==> src/rtl/uart_cmd_decoder_pkg.sv <==
// Shared types and constants for the UART command decoder.
// The optional inter-byte timeout is enabled by defining UART_CMD_TIMEOUT_EN.
package uart_cmd_pkg;

    // Frame parser states
    typedef enum logic [1:0] {
        HUNT  = 2'd0,
        ADDR  = 2'd1,
        DATA  = 2'd2,
        CHECK = 2'd3
    } state_t;

    // Default frame start marker
    localparam logic [7:0] SYNC_BYTE_DEFAULT = 8'hA5;

    // Width of the saturating dropped-frame counter
    localparam int ERR_W = 8;

endpackage

==> src/rtl/uart_cmd_decoder_if.sv <==
// Byte-stream input and command output of the UART command decoder.
// master = harness side (drives bytes, accepts commands), slave = decoder.
interface uart_cmd_decoder_if #(
    parameter int ADDR_BITS  = 8,
    parameter int DATA_BYTES = 2
);
    logic                    in_valid;
    logic [7:0]              in_data;
    logic                    cmd_valid;
    logic                    cmd_ready;
    logic [ADDR_BITS-1:0]    cmd_addr;
    logic [DATA_BYTES*8-1:0] cmd_data;

    modport master (
        output in_valid, in_data, cmd_ready,
        input  cmd_valid, cmd_addr, cmd_data
    );

    modport slave (
        input  in_valid, in_data, cmd_ready,
        output cmd_valid, cmd_addr, cmd_data
    );
endinterface

==> src/rtl/uart_cmd_timeout.sv <==
// Inter-byte gap counter. Counts clocks since the last clear and flags
// expiry once the count reaches TIMEOUT_CLKS-1; it then holds there until
// cleared. Only used when UART_CMD_TIMEOUT_EN is defined.
module uart_cmd_timeout #(
    parameter int TIMEOUT_CLKS = 100000
) (
    input  logic clk,
    input  logic reset,
    input  logic clear,
    output logic expired
);
    localparam int CNT_W = (TIMEOUT_CLKS > 2) ? $clog2(TIMEOUT_CLKS) : 1;
    localparam logic [CNT_W-1:0] LAST = CNT_W'(TIMEOUT_CLKS - 1);

    logic [CNT_W-1:0] count_q;
    logic [CNT_W-1:0] count_d;

    // Next count: clear wins, otherwise count up and stick at LAST
    always_comb begin
        count_d = count_q;
        if (clear) begin
            count_d = '0;
        end else if (count_q != LAST) begin
            count_d = count_q + 1'b1;
        end
    end

    // Count register
    always_ff @(posedge clk or posedge reset) begin
        if (reset) begin
            count_q <= '0;
        end else begin
            count_q <= count_d;
        end
    end

    assign expired = (count_q == LAST);

endmodule

==> src/rtl/uart_cmd_decoder.sv <==
// UART command decoder: hunts for SYNC_BYTE, assembles ADDR + DATA_BYTES
// payload bytes, checks the XOR checksum and presents good frames on a
// valid/ready command port. Bad, overrun and (optionally) timed-out frames
// are dropped and counted in err_count.
// Optional feature macro: UART_CMD_TIMEOUT_EN (inter-byte timeout).
module uart_cmd_decoder
    import uart_cmd_pkg::*;
#(
    parameter int         DATA_BYTES   = 2,
    parameter int         ADDR_BITS    = 8,
    parameter logic [7:0] SYNC_BYTE    = SYNC_BYTE_DEFAULT,
    parameter int         TIMEOUT_CLKS = 100000
) (
    input  logic             clk,
    input  logic             reset,
    uart_cmd_decoder_if.slave bus,
    output logic             chk_err,
    output logic             overrun,
    output logic [ERR_W-1:0] err_count
);
    localparam int DATA_W = DATA_BYTES * 8;
    localparam int IDX_W  = (DATA_BYTES > 1) ? $clog2(DATA_BYTES) : 1;
    localparam logic [IDX_W-1:0] LAST_IDX = IDX_W'(DATA_BYTES - 1);

    // Reject nonsensical parameterisations at elaboration time
    generate
        if (ADDR_BITS < 1 || ADDR_BITS > 8) begin : g_bad_addr_bits
            $error("uart_cmd_decoder: ADDR_BITS must be 1..8");
        end
        if (TIMEOUT_CLKS < 2) begin : g_bad_timeout
            $error("uart_cmd_decoder: TIMEOUT_CLKS must be >= 2");
        end
        if (DATA_BYTES < 1) begin : g_bad_data_bytes
            $error("uart_cmd_decoder: DATA_BYTES must be >= 1");
        end
    endgenerate

    // Parser state and shadow registers (independent of the output slot)
    state_t               state_q,    state_d;
    logic [IDX_W-1:0]     idx_q,      idx_d;
    logic [ADDR_BITS-1:0] addr_sh_q,  addr_sh_d;
    logic [DATA_W-1:0]    data_sh_q,  data_sh_d;
    logic [7:0]           xor_q,      xor_d;

    // Output slot and status
    logic                 cmd_valid_q, cmd_valid_d;
    logic [ADDR_BITS-1:0] cmd_addr_q,  cmd_addr_d;
    logic [DATA_W-1:0]    cmd_data_q,  cmd_data_d;
    logic                 chk_err_q,   chk_err_d;
    logic                 overrun_q,   overrun_d;
    logic [ERR_W-1:0]     err_count_q, err_count_d;

    logic err_inc;
    logic slot_free;
    logic timed_out;

`ifdef UART_CMD_TIMEOUT_EN
    logic to_clear;
    logic to_expired;

    // Counter runs only while a frame is in progress; any byte restarts it
    assign to_clear = bus.in_valid || (state_q == HUNT);

    uart_cmd_timeout #(
        .TIMEOUT_CLKS(TIMEOUT_CLKS)
    ) u_timeout (
        .clk    (clk),
        .reset  (reset),
        .clear  (to_clear),
        .expired(to_expired)
    );

    // A byte arriving on the expiry cycle takes priority over the timeout
    assign timed_out = to_expired && !bus.in_valid && (state_q != HUNT);
`else
    assign timed_out = 1'b0;
`endif

    // The slot can take a new command if empty or being drained this cycle
    assign slot_free = !cmd_valid_q || bus.cmd_ready;

    // Next-state logic for the parser, output slot and error reporting
    always_comb begin
        state_d     = state_q;
        idx_d       = idx_q;
        addr_sh_d   = addr_sh_q;
        data_sh_d   = data_sh_q;
        xor_d       = xor_q;
        cmd_valid_d = cmd_valid_q && !bus.cmd_ready;
        cmd_addr_d  = cmd_addr_q;
        cmd_data_d  = cmd_data_q;
        chk_err_d   = 1'b0;
        overrun_d   = 1'b0;
        err_inc     = 1'b0;

        if (bus.in_valid) begin
            unique case (state_q)
                HUNT: begin
                    if (bus.in_data == SYNC_BYTE) begin
                        state_d = ADDR;
                    end
                end
                ADDR: begin
                    addr_sh_d = bus.in_data[ADDR_BITS-1:0];
                    xor_d     = bus.in_data;
                    idx_d     = '0;
                    state_d   = DATA;
                end
                DATA: begin
                    data_sh_d = (data_sh_q << 8) | DATA_W'(bus.in_data);
                    xor_d     = xor_q ^ bus.in_data;
                    if (idx_q == LAST_IDX) begin
                        state_d = CHECK;
                    end else begin
                        idx_d = idx_q + 1'b1;
                    end
                end
                CHECK: begin
                    state_d = HUNT;
                    if (bus.in_data == xor_q) begin
                        if (slot_free) begin
                            cmd_valid_d = 1'b1;
                            cmd_addr_d  = addr_sh_q;
                            cmd_data_d  = data_sh_q;
                        end else begin
                            overrun_d = 1'b1;
                            err_inc   = 1'b1;
                        end
                    end else begin
                        chk_err_d = 1'b1;
                        err_inc   = 1'b1;
                    end
                end
                default: state_d = HUNT;
            endcase
        end else if (timed_out) begin
            state_d = HUNT;
            err_inc = 1'b1;
        end

        err_count_d = err_count_q;
        if (err_inc && (err_count_q != {ERR_W{1'b1}})) begin
            err_count_d = err_count_q + 1'b1;
        end
    end

    // State and output registers; reset discards any partial frame
    always_ff @(posedge clk or posedge reset) begin
        if (reset) begin
            state_q     <= HUNT;
            idx_q       <= '0;
            addr_sh_q   <= '0;
            data_sh_q   <= '0;
            xor_q       <= '0;
            cmd_valid_q <= 1'b0;
            cmd_addr_q  <= '0;
            cmd_data_q  <= '0;
            chk_err_q   <= 1'b0;
            overrun_q   <= 1'b0;
            err_count_q <= '0;
        end else begin
            state_q     <= state_d;
            idx_q       <= idx_d;
            addr_sh_q   <= addr_sh_d;
            data_sh_q   <= data_sh_d;
            xor_q       <= xor_d;
            cmd_valid_q <= cmd_valid_d;
            cmd_addr_q  <= cmd_addr_d;
            cmd_data_q  <= cmd_data_d;
            chk_err_q   <= chk_err_d;
            overrun_q   <= overrun_d;
            err_count_q <= err_count_d;
        end
    end

    assign bus.cmd_valid = cmd_valid_q;
    assign bus.cmd_addr  = cmd_addr_q;
    assign bus.cmd_data  = cmd_data_q;
    assign chk_err       = chk_err_q;
    assign overrun       = overrun_q;
    assign err_count     = err_count_q;

endmodule

==> src/flat_wrapper.sv <==
// flat-port wrapper written by rule: the top's interface ports become plain ports
module uart_cmd_decoder_flat import uart_cmd_pkg::*;
#(
    parameter int         DATA_BYTES   = 2,
    parameter int         ADDR_BITS    = 8,
    parameter logic [7:0] SYNC_BYTE    = SYNC_BYTE_DEFAULT,
    parameter int         TIMEOUT_CLKS = 100000
)
  (clk, reset, chk_err, overrun, err_count, bus_in_valid, bus_in_data, bus_cmd_ready, bus_cmd_valid, bus_cmd_addr, bus_cmd_data);
  uart_cmd_decoder_if #(.ADDR_BITS(ADDR_BITS), .DATA_BYTES(DATA_BYTES)) bus_i ();
  input  logic clk;
  input  logic reset;
  output logic chk_err;
  output logic overrun;
  output logic [ERR_W-1:0] err_count;
  input wire logic [$bits(bus_i.in_valid)-1:0] bus_in_valid;
  input wire logic [$bits(bus_i.in_data)-1:0] bus_in_data;
  input wire logic [$bits(bus_i.cmd_ready)-1:0] bus_cmd_ready;
  output wire logic [$bits(bus_i.cmd_valid)-1:0] bus_cmd_valid;
  output wire logic [$bits(bus_i.cmd_addr)-1:0] bus_cmd_addr;
  output wire logic [$bits(bus_i.cmd_data)-1:0] bus_cmd_data;
  assign bus_i.in_valid = bus_in_valid;
  assign bus_i.in_data = bus_in_data;
  assign bus_i.cmd_ready = bus_cmd_ready;
  assign bus_cmd_valid = bus_i.cmd_valid;
  assign bus_cmd_addr = bus_i.cmd_addr;
  assign bus_cmd_data = bus_i.cmd_data;
  uart_cmd_decoder #(.DATA_BYTES(DATA_BYTES), .ADDR_BITS(ADDR_BITS), .SYNC_BYTE(SYNC_BYTE), .TIMEOUT_CLKS(TIMEOUT_CLKS)) u_core (.clk(clk), .reset(reset), .bus(bus_i), .chk_err(chk_err), .overrun(overrun), .err_count(err_count));
endmodule
==> config.mk <==
export PLATFORM = sky130hd
export DESIGN_NAME = uart_cmd_decoder_flat
export DESIGN_NICKNAME = d
export VERILOG_FILES = /design/src/rtl/uart_cmd_decoder_pkg.sv /design/src/rtl/uart_cmd_decoder_if.sv /design/src/rtl/uart_cmd_timeout.sv /design/src/rtl/uart_cmd_decoder.sv /design/src/flat_wrapper.sv
export SDC_FILE = /design/constraint.sdc
export NUM_CORES = 1
export LEC_CHECK = 0
export BUFFER_PORTS_ARGS = -buffer_cell sky130_fd_sc_hd__buf_4
export CORE_MARGIN = 2
export CORE_UTILIZATION = 55
export CTS_CLUSTER_SIZE = 40
export DETAILED_ROUTE_END_ITERATION = 8
export PLACE_DENSITY = 0.79
export SYNTH_ARGS = -nofsm -noshare
export SYNTH_HDL_FRONTEND = slang
export SYNTH_HIERARCHICAL = 1
export SYNTH_SLANG_ARGS = --single-unit
==> constraint.sdc <==
create_clock -name clk -period 6.3 [get_ports clk]
set_clock_uncertainty 0.05 [all_clocks]
set_input_delay 0.315 -clock clk [delete_from_list [all_inputs] [get_ports clk]]
set_output_delay 0.315 -clock clk [all_outputs]
set_load 0.01 [all_outputs]
== Yosys cells after proc, flatten, opt, wreduce, memory -nomap -nowiden ==
Index checks and enable logic that the tools add are counted.

* Register bits: 70
* Input port bits: 12
* Logic and storage cells: 55
* Output and inout bits: 35

* Reduce and logical (&&, ||, !) cells: 12
* Add/subtract/negate cells: 2
* Bitwise logic cells: 2
* Muxes and demuxes: 20
* Equality and inequality tests: 8

{| class="wikitable"
|+ Operator list
! kind !! count
|-
| $or 16x8->16 || 1
|-
| $pmux 8 s2 || 1
|-
| $mux 1 || 15
|-
| $add 8x1->8 const B || 1
|-
| $eq 8x8->1 || 1
|-
| $eq 8x8->1 const B || 1
|-
| $ne 8x8->1 const B || 1
|-
| $pmux 2 s4 || 1
|-
| $xor 8x8->8 || 1
|-
| $reduce_and 2->1 || 3
|-
| $eq 2x2->1 const B || 2
|-
| $mux 2 || 2
|-
| $ne 2x1->1 const B || 2
|-
| $reduce_and 4->1 || 1
|-
| $reduce_and 3->1 || 1
|-
| $eq 2x1->1 const B || 1
|-
| $logic_and 1x1->1 || 2
|-
| $logic_not 1->1 || 2
|-
| $logic_not 2->1 || 1
|-
| $pmux 1 s2 || 1
|-
| $reduce_bool 2->1 || 1
|-
| $add 1x1->1 const B || 1
|-
| $logic_or 1x1->1 || 1
|}

== Logic depth before layout (Yosys ltp) ==
Gate-level depths: netlist of run 1.

* Depth in word-level cells: 7
* Gate-level depth with buffers: 6
* Gate-level depth less buffers: 6

== Least setup slack after synthesis of run 1 ==
OpenSTA, ideal clock, no wires.

* Path type: reg2reg
* Start: register u_core.xor_q[4]
* End: register u_core.cmd_addr_q[0], in the netlist u_core/bus.cmd_addr[0]
* Stages on the path, launching flop included: 6
* Path buffers: 1
* Arrival time: 1.991 ns
* Setup time: 0.125 ns
* Required time: 6.125 ns
* Clock period less this slack: 2.166 ns
* Path slack: 4.134 ns
* Cells stage by stage: dfrtp_1 xor2_1 nor4_2 nand4_4 buf_6 mux2_4

* Cells in the longest elaborated chain, start to end: 2

{| class="wikitable"
|+ RTL lines
! what !! RTL line !! text
|-
| start: declaration || uart_cmd_decoder.sv:43 || <nowiki>logic [7:0] xor_q, xor_d;</nowiki>
|-
| start signal: assignment || uart_cmd_decoder.sv:166 || <nowiki>xor_q <= xor_d;</nowiki>
|-
| $eq 8x8->1 || uart_cmd_decoder.sv:120 || <nowiki>if (bus.in_data == xor_q) begin</nowiki>
|-
| $reduce_and 4->1 (no source line) || -- ||
|-
| end signal: assignment || uart_cmd_decoder.sv:168 || <nowiki>cmd_addr_q <= cmd_addr_d;</nowiki>
|-
| end: declaration || uart_cmd_decoder.sv:47 || <nowiki>logic [ADDR_BITS-1:0] cmd_addr_q, cmd_addr_d;</nowiki>
|}

Every way passes these cells.
A chain may end at the register's enable or synchronous reset.

== Worst setup path in the final report of run 1 ==
* Start: register u_core.xor_q[2]
* End: register u_core.cmd_addr_q[7], in the netlist u_core/bus.cmd_addr[7]

The elaborated chain is that of the path after synthesis.

==> key figures, run 1 <==
Outcome
  – Status: complete, no violations

Global routing
  – GR Util met3: 0.0534
  – Largest net degree at the start of global routing: 71
  – Total gr overflow: 0
  – Global route hottest layer: met2
  – Met1 usage: 0.263
  – Initial antenna violation count: 0
  – Met2 usage: 0.298
  – Vias in the first global route: 1,881
  – Overall Global Routing Usage: 0.195
  – First-pass GRT wire length: 9030 µm

CTS
  – Num CTS Buffers: 9
  – # clock sinks: 70
  – H-tree depth: 3
  – Number of hold buffers added after cts: 0
  – Post-CTS Setup Bufs: 0
  – Longest Clk Path Bufs: 2
  – CTS Root Buffer Type: clkbuf_8
  – # resized after CTS: 0
  – Clk Latency, worst-skew pair: 340 ps
  – CTS tree: built
  – Worst-path clk slew: 80 ps

Worst setup path
  – Maximum fanout along the worst path: 24
  – CP top delay family: simple AND/OR/NAND/NOR gates
  – Critical path type: register to register
  – Worst setup EP type: register
  – Startpoint Class: register
  – Cells along the critical path: xor2_1 > nor4_2 > nand4_4 > mux2_4
  – Data arrival time of the critical path: 3080 ps
  – Max incr delay on CP: 890 ps
  – Worst Path Buf+Inv: 0
  – Worst path slowest cell: nor4_2
  – Critical Path RT: 6470 ps

Placement
  – Buffers on Ports: 46
  – RD Place Congestion: 0.829
  – DP Area: 0.00348 mm²
  – Placed insts: 329
  – DP HPWL: 3570 µm
  – DP Worst Slack: 3370 ps

Timing
  – Slew @ Worst Pin: 1020 ps
  – Max Fclk: 0.344 GHz
  – Setup violators final: 0
  – Setup_tns: 0 ps
  – Final critical-path required period: 2910 ps
  – RSZ-0062 raised after global routing: false
  – Final hold violations: 0
  – Slack of the critical path: 3390 ps
  – Hold slack: 160 ps
  – Headroom to the max-slew limit: 0.317
  – Final period util: 0.461
  – Pins Over Slew Limit: 0

Yosys
  – Seq/Total Area, Yosys: 0.569
  – Netlist Area Pre-Place: 0.00308 mm²
  – Register bit total from synthesis: 70
  – Post-Synth Adder-Cell Area: 0.0244
  – Largest family of logic cells by synthesized area: multiplexers
  – Yosys warnings: 6
  – Netlist cell types: 27
  – Post-synthesis compound-gate area fraction: 0.0666
  – Xor/xnor share of the synthesized area: 0.0427
  – Simple-Gate Fraction of Synth Area: 0.0658
  – Avg Cell Area, Syn: 14.1 µm²
  – Syn_nets: 236
  – Cell count after synthesis: 218
  – Mux contribution to synthesized area: 0.211

Finish
  – Post-route cell area: 0.00367 mm²
  – Commonest non-fill, non-tap cell in the layout: dfrtp_1
  – Ratio of cells with drive above 1 in the final layout: 0.432
  – Ant diodes: 0
  – Area Growth Syn to Fin: 19.3%
  – Fill count: 424
  – Final Non-Filler Cells: 345
  – Leading cell types in the layout, fill and taps excluded: 70 x dfrtp_1, 47 x buf_4, 31 x mux2_2, 20 x mux2_4, 15 x xor2_1
  – Fin util: 0.671
  – Count of nets after finishing: 286

Drt
  – Overall routed net length: 5470 µm
  – Pre-antenna DRT Iters: 4
  – Via Count: 1,905
  – # DRC: 0
  – Vias per cell: 5.52
  – Antenna viol nets, final: 0
  – DR iter-0 viols: 67
  – Wire per inst: 15.8 µm

Power
  – Peak VDD IR: 0.266 mV
  – Lkg Pwr: 1.85 nW
  – Power Density: 405 mW/mm²
  – Tot Pwr: 1.49 mW

Floorplan
  – Die area: 0.00621 mm²
  – I/O pin count: 47
  – Std cell rows: 27
  – Initial Utilization: 0.563
  – Die Y-Extent: 78.8 µm
  – Core Area: 0.00547 mm²
  – Die W: 78.8 µm

Flow run
  – Max cap viols: 0

Hold path
  – Hold Crit Class: primary input to async pin
-- per-layer routing --
metal / vias up / share of wire
li1: 896 / -
met1: 959 / 0.44
met2: 41 / 0.51
met5: - / 0
met4: 0 / 0.012
met3: 9 / 0.040
-- Yosys cell counts --
master     n  share of area
dfrtp_1   70           0.57
mux2_2    31           0.11
mux2_4    20          0.098
xor2_1    15          0.043
a311oi_1  12          0.034
a21oi_1   11          0.018
nand3_1    7          0.011
nor2_1     7         0.0085
ha_1       6          0.024
inv_1      5         0.0061
nand2_1    5         0.0061
clkbuf_1   4         0.0049
o21ai_0    4         0.0065
and3_1     3         0.0061
nand2b_1   3         0.0061
buf_1      2         0.0024
buf_6      2         0.0073
nor4_2     2         0.0081
a31oi_1    1         0.0020
a32oi_1    1         0.0028
a41o_1     1         0.0033
and2_1     1         0.0020
and4_1     1         0.0028
nand4_4    1         0.0069
nand4b_1   1         0.0028
nor3_1     1         0.0016
or4b_2     1         0.0033
-- worst paths after layout --
| path | depth (start not counted) | slack [ps] | from | end |
|---|---|---|---|---|
| worst max-delay path | 4 | 3390 | u_core/xor_q[2] | u_core/bus.cmd_addr[7] |
| worst min-delay path | 3 | 160 | reset | u_core/bus.cmd_addr[0] |
| worst max register to register | 4 | 3390 | u_core/xor_q[2] | u_core/bus.cmd_addr[7] |
| worst min register to register | 1 | 440 | u_core/err_count[6] | u_core/err_count[6] |
| max in group asynchronous | 3 | 5450 | reset | u_core/xor_q[7] |
| min in group clk | 2 | 160 | bus_in_data[2] | u_core/xor_q[2] |
-- power by group --
| part | internal, mW | total, mW | switching, mW | leakage, nW |
|---|---|---|---|---|
| clock network | 0.185 | 0.357 | 0.172 | 0.0891 |
| logic | 0.227 | 0.424 | 0.198 | 0.855 |
| registers | 0.595 | 0.707 | 0.112 | 0.902 |
| total | 1.01 | 1.49 | 0.481 | 1.85 |
-- cells by family after synthesis --
logic type / after synthesis
flops: 70
buf+inv: 13
simple gates: 33
compound gates: 30
fa+ha+maj: 6
xor+xnor: 15
mux: 51
-- final cells by class --
| class | count | area (µm²) | area share |
|---|---|---|---|
| clock buffer | 10 | 128 | 0.0347 |
| clock inverter | 6 | 70.1 | 0.0191 |
| tap | 72 | 90.1 | 0.0245 |
| sequential | 70 | 1750 | 0.477 |
| multi-input combinational | 135 | 1260 | 0.344 |
| inverter | 5 | 18.8 | 0.00511 |
| timing repair buffer | 47 | 353 | 0.0960 |
-- tightest hold or removal path: cells and delay by family --
family | cells | cell delay [ps]
buf+inv | 3 | 760
-- state kept, by name (all words and copies together) (netlist names) --
signal,count
u_core/data_sh_q,16
u_core/idx_q,1
u_core/chk_err,1
u_core/bus.cmd_data,16
u_core/xor_q,8
u_core/overrun,1
u_core/bus.cmd_valid,1
u_core/addr_sh_q,8
u_core/state_q,2
u_core/err_count,8
u_core/bus.cmd_addr,8
No activity file was read; power rests on OpenSTA's default activity.
==> run 2: changes to the inputs <==
- clock period: 6.3 -> 3 ns (I/O delays scaled with it)
==> key figures, run 2 (synthesized netlist as in run 1, its figures left out) <==
Drt
  – # DRC: 0 (unchanged)
  – Overall routed net length: 5900 µm (+8.0%)
  – Wire per inst: 16.8 µm (+6.1%)
  – Pre-antenna DRT Iters: 4 (unchanged)
  – DR iter-0 viols: 111 (+66%)
  – Antenna viol nets, final: 0 (unchanged)
  – Via Count: 1,962 (+3.0%)
  – Vias per cell: 5.59 (+1.2%)

Floorplan
  – Core Area: 0.00547 mm² (unchanged)
  – Die W: 78.8 µm (unchanged)
  – Initial Utilization: 0.563 (unchanged)
  – Die area: 0.00621 mm² (unchanged)
  – Std cell rows: 27 (unchanged)
  – I/O pin count: 47 (unchanged)
  – Die Y-Extent: 78.8 µm (unchanged)

Finish
  – Post-route cell area: 0.00372 mm² (+1.2%)
  – Leading cell types in the layout, fill and taps excluded: 70 x dfrtp_1, 50 x buf_4, 31 x mux2_2, 20 x mux2_4, 15 x xor2_1
  – Ant diodes: 0 (unchanged)
  – Ratio of cells with drive above 1 in the final layout: 0.434 (+0.00146)
  – Commonest non-fill, non-tap cell in the layout: dfrtp_1
  – Final Non-Filler Cells: 351 (+1.7%)
  – Count of nets after finishing: 292 (+2.1%)
  – Area Growth Syn to Fin: 20.8%

Worst setup path
  – Maximum fanout along the worst path: 24 (unchanged)
  – FF-to-FF setup slack: 690 ps (-2700 ps)
  – R2R depth: 5 (+1)
  – Critical path type: primary input to register
  – R2R Path End: u_core/bus.cmd_data[6]
  – Worst setup EP type: register
  – Critical Path RT: 3170 ps (-3300 ps)
  – Data arrival time of the critical path: 2600 ps (-480 ps)
  – R2r startpoint: u_core/xor_q[4]
  – Startpoint Class: primary input

Placement
  – DP HPWL: 3910 µm (+9.4%)
  – Placed insts: 332 (+0.91%)
  – Buffers on Ports: 46 (unchanged)
  – RD Place Congestion: 0.769 (-7.2%)
  – DP Area: 0.00350 mm² (+0.65%)

Timing
  – RSZ-0062 raised after global routing: false
  – Final critical-path required period: 2420 ps
  – Final hold violations: 0 (unchanged)
  – Setup_tns: 0 ps (unchanged)
  – Setup violators final: 0 (unchanged)
  – Max Fclk: 0.413 GHz
  – Headroom to the max-slew limit: 0.514 (+0.197)
  – Pins Over Slew Limit: 0 (unchanged)
  – Final period util: 0.808
  – Slew @ Worst Pin: 727 ps (-289 ps)

Outcome
  – Status: complete, no violations

Flow run
  – Max cap viols: 0 (unchanged)

Hold path
  – Hold Crit Class: primary input to register
  – Min-delay src: bus_in_data[2]
  – Hold Path Depth: 2
  – Worst Hold Path EP: u_core/xor_q[2]

CTS
  – Worst-path clk slew: 70 ps (about the same)
  – Clk Latency, worst-skew pair: 340 ps (about the same)
  – Num CTS Buffers: 9 (unchanged)
  – # resized after CTS: 0 (unchanged)
  – Post-CTS Setup Bufs: 0 (unchanged)
  – Longest Clk Path Bufs: 2 (unchanged)
  – # clock sinks: 70 (unchanged)
  – H-tree depth: 3 (unchanged)
  – CTS tree: built
  – Number of hold buffers added after cts: 3 (+3)
  – CTS Root Buffer Type: clkbuf_8

Global routing
  – Vias in the first global route: 2,056 (+9.3%)
  – First-pass GRT wire length: 10,200 µm (+12%)
  – Total gr overflow: 0 (unchanged)
  – Initial antenna violation count: 0 (unchanged)
  – Overall Global Routing Usage: 0.218 (+0.0227)
  – Largest net degree at the start of global routing: 28 (-61%)

Power
  – Power Density: 846 mW/mm² (+110%)
  – Tot Pwr: 3.15 mW (+110%)
  – Lkg Pwr: 1.88 nW (+1.9%)
  – Peak VDD IR: 0.477 mV (+80%)
run 2: worst max path at each step:
stage	slack (ps)	endpoint	start
6_report	580	u_core/bus.cmd_data[6]	bus_in_data[4]
5_1_grt	470	u_core/bus.cmd_data[5]	bus_in_data[4]
4_1_cts	580	u_core/bus.cmd_addr[2]	bus_in_data[4]
3_5_place_dp	690	u_core/bus.cmd_data[6]	u_core/xor_q[4]
3_3_place_gp	810	u_core/bus.cmd_data[3]	u_core/xor_q[4]
2_1_floorplan	830	u_core/bus.cmd_addr[0]	u_core/xor_q[4]
run 2: final cells by class:
type / count / area (µm²)
Inverter: 5 / 18.8
Sequential cell: 70 / 1750
Timing Repair Buffer: 53 / 405
Clock inverter: 6 / 61.3
Multi-Input combinational cell: 135 / 1260
Tap cell: 72 / 90.1
Clock buffer: 10 / 128
Fill cell: 401 / 1750
run 2: per-stage QoR:
step            util  hold slack, ps  setup slack [ps]
5_1_grt        0.679            20.2               467
4_1_cts        0.679           0.124               583
2_1_floorplan      -             203               834
3_5_place_dp   0.639             199               693
3_3_place_gp   0.639             186               809
6_report       0.679            14.0               577
run 2: report_power, final:
part,leakage [nW],switching [mW],internal [mW]
registers,0.902,0.237,1.25
clock network,0.0964,0.346,0.382
logic,0.883,0.442,0.488
total,1.88,1.03,2.12
run 2: per-layer routing:
| layer | up-vias | track usage | part of all wire |
|---|---|---|---|
| met5 | - | 0 | 0 |
| li1 | 904 | - | - |
| met3 | 17 | 0.0489 | 0.047 |
| met2 | 69 | 0.332 | 0.51 |
| met4 | 0 | 0.145 | 0.033 |
| met1 | 972 | 0.280 | 0.41 |
run 2: critical path: stages:
cell           delay [ps]
dlygate4sd3_1         560
buf_4                 170
xor2_1                170
nor4_2                310
buf_4                 240
nand4_4               490
mux2_4                490
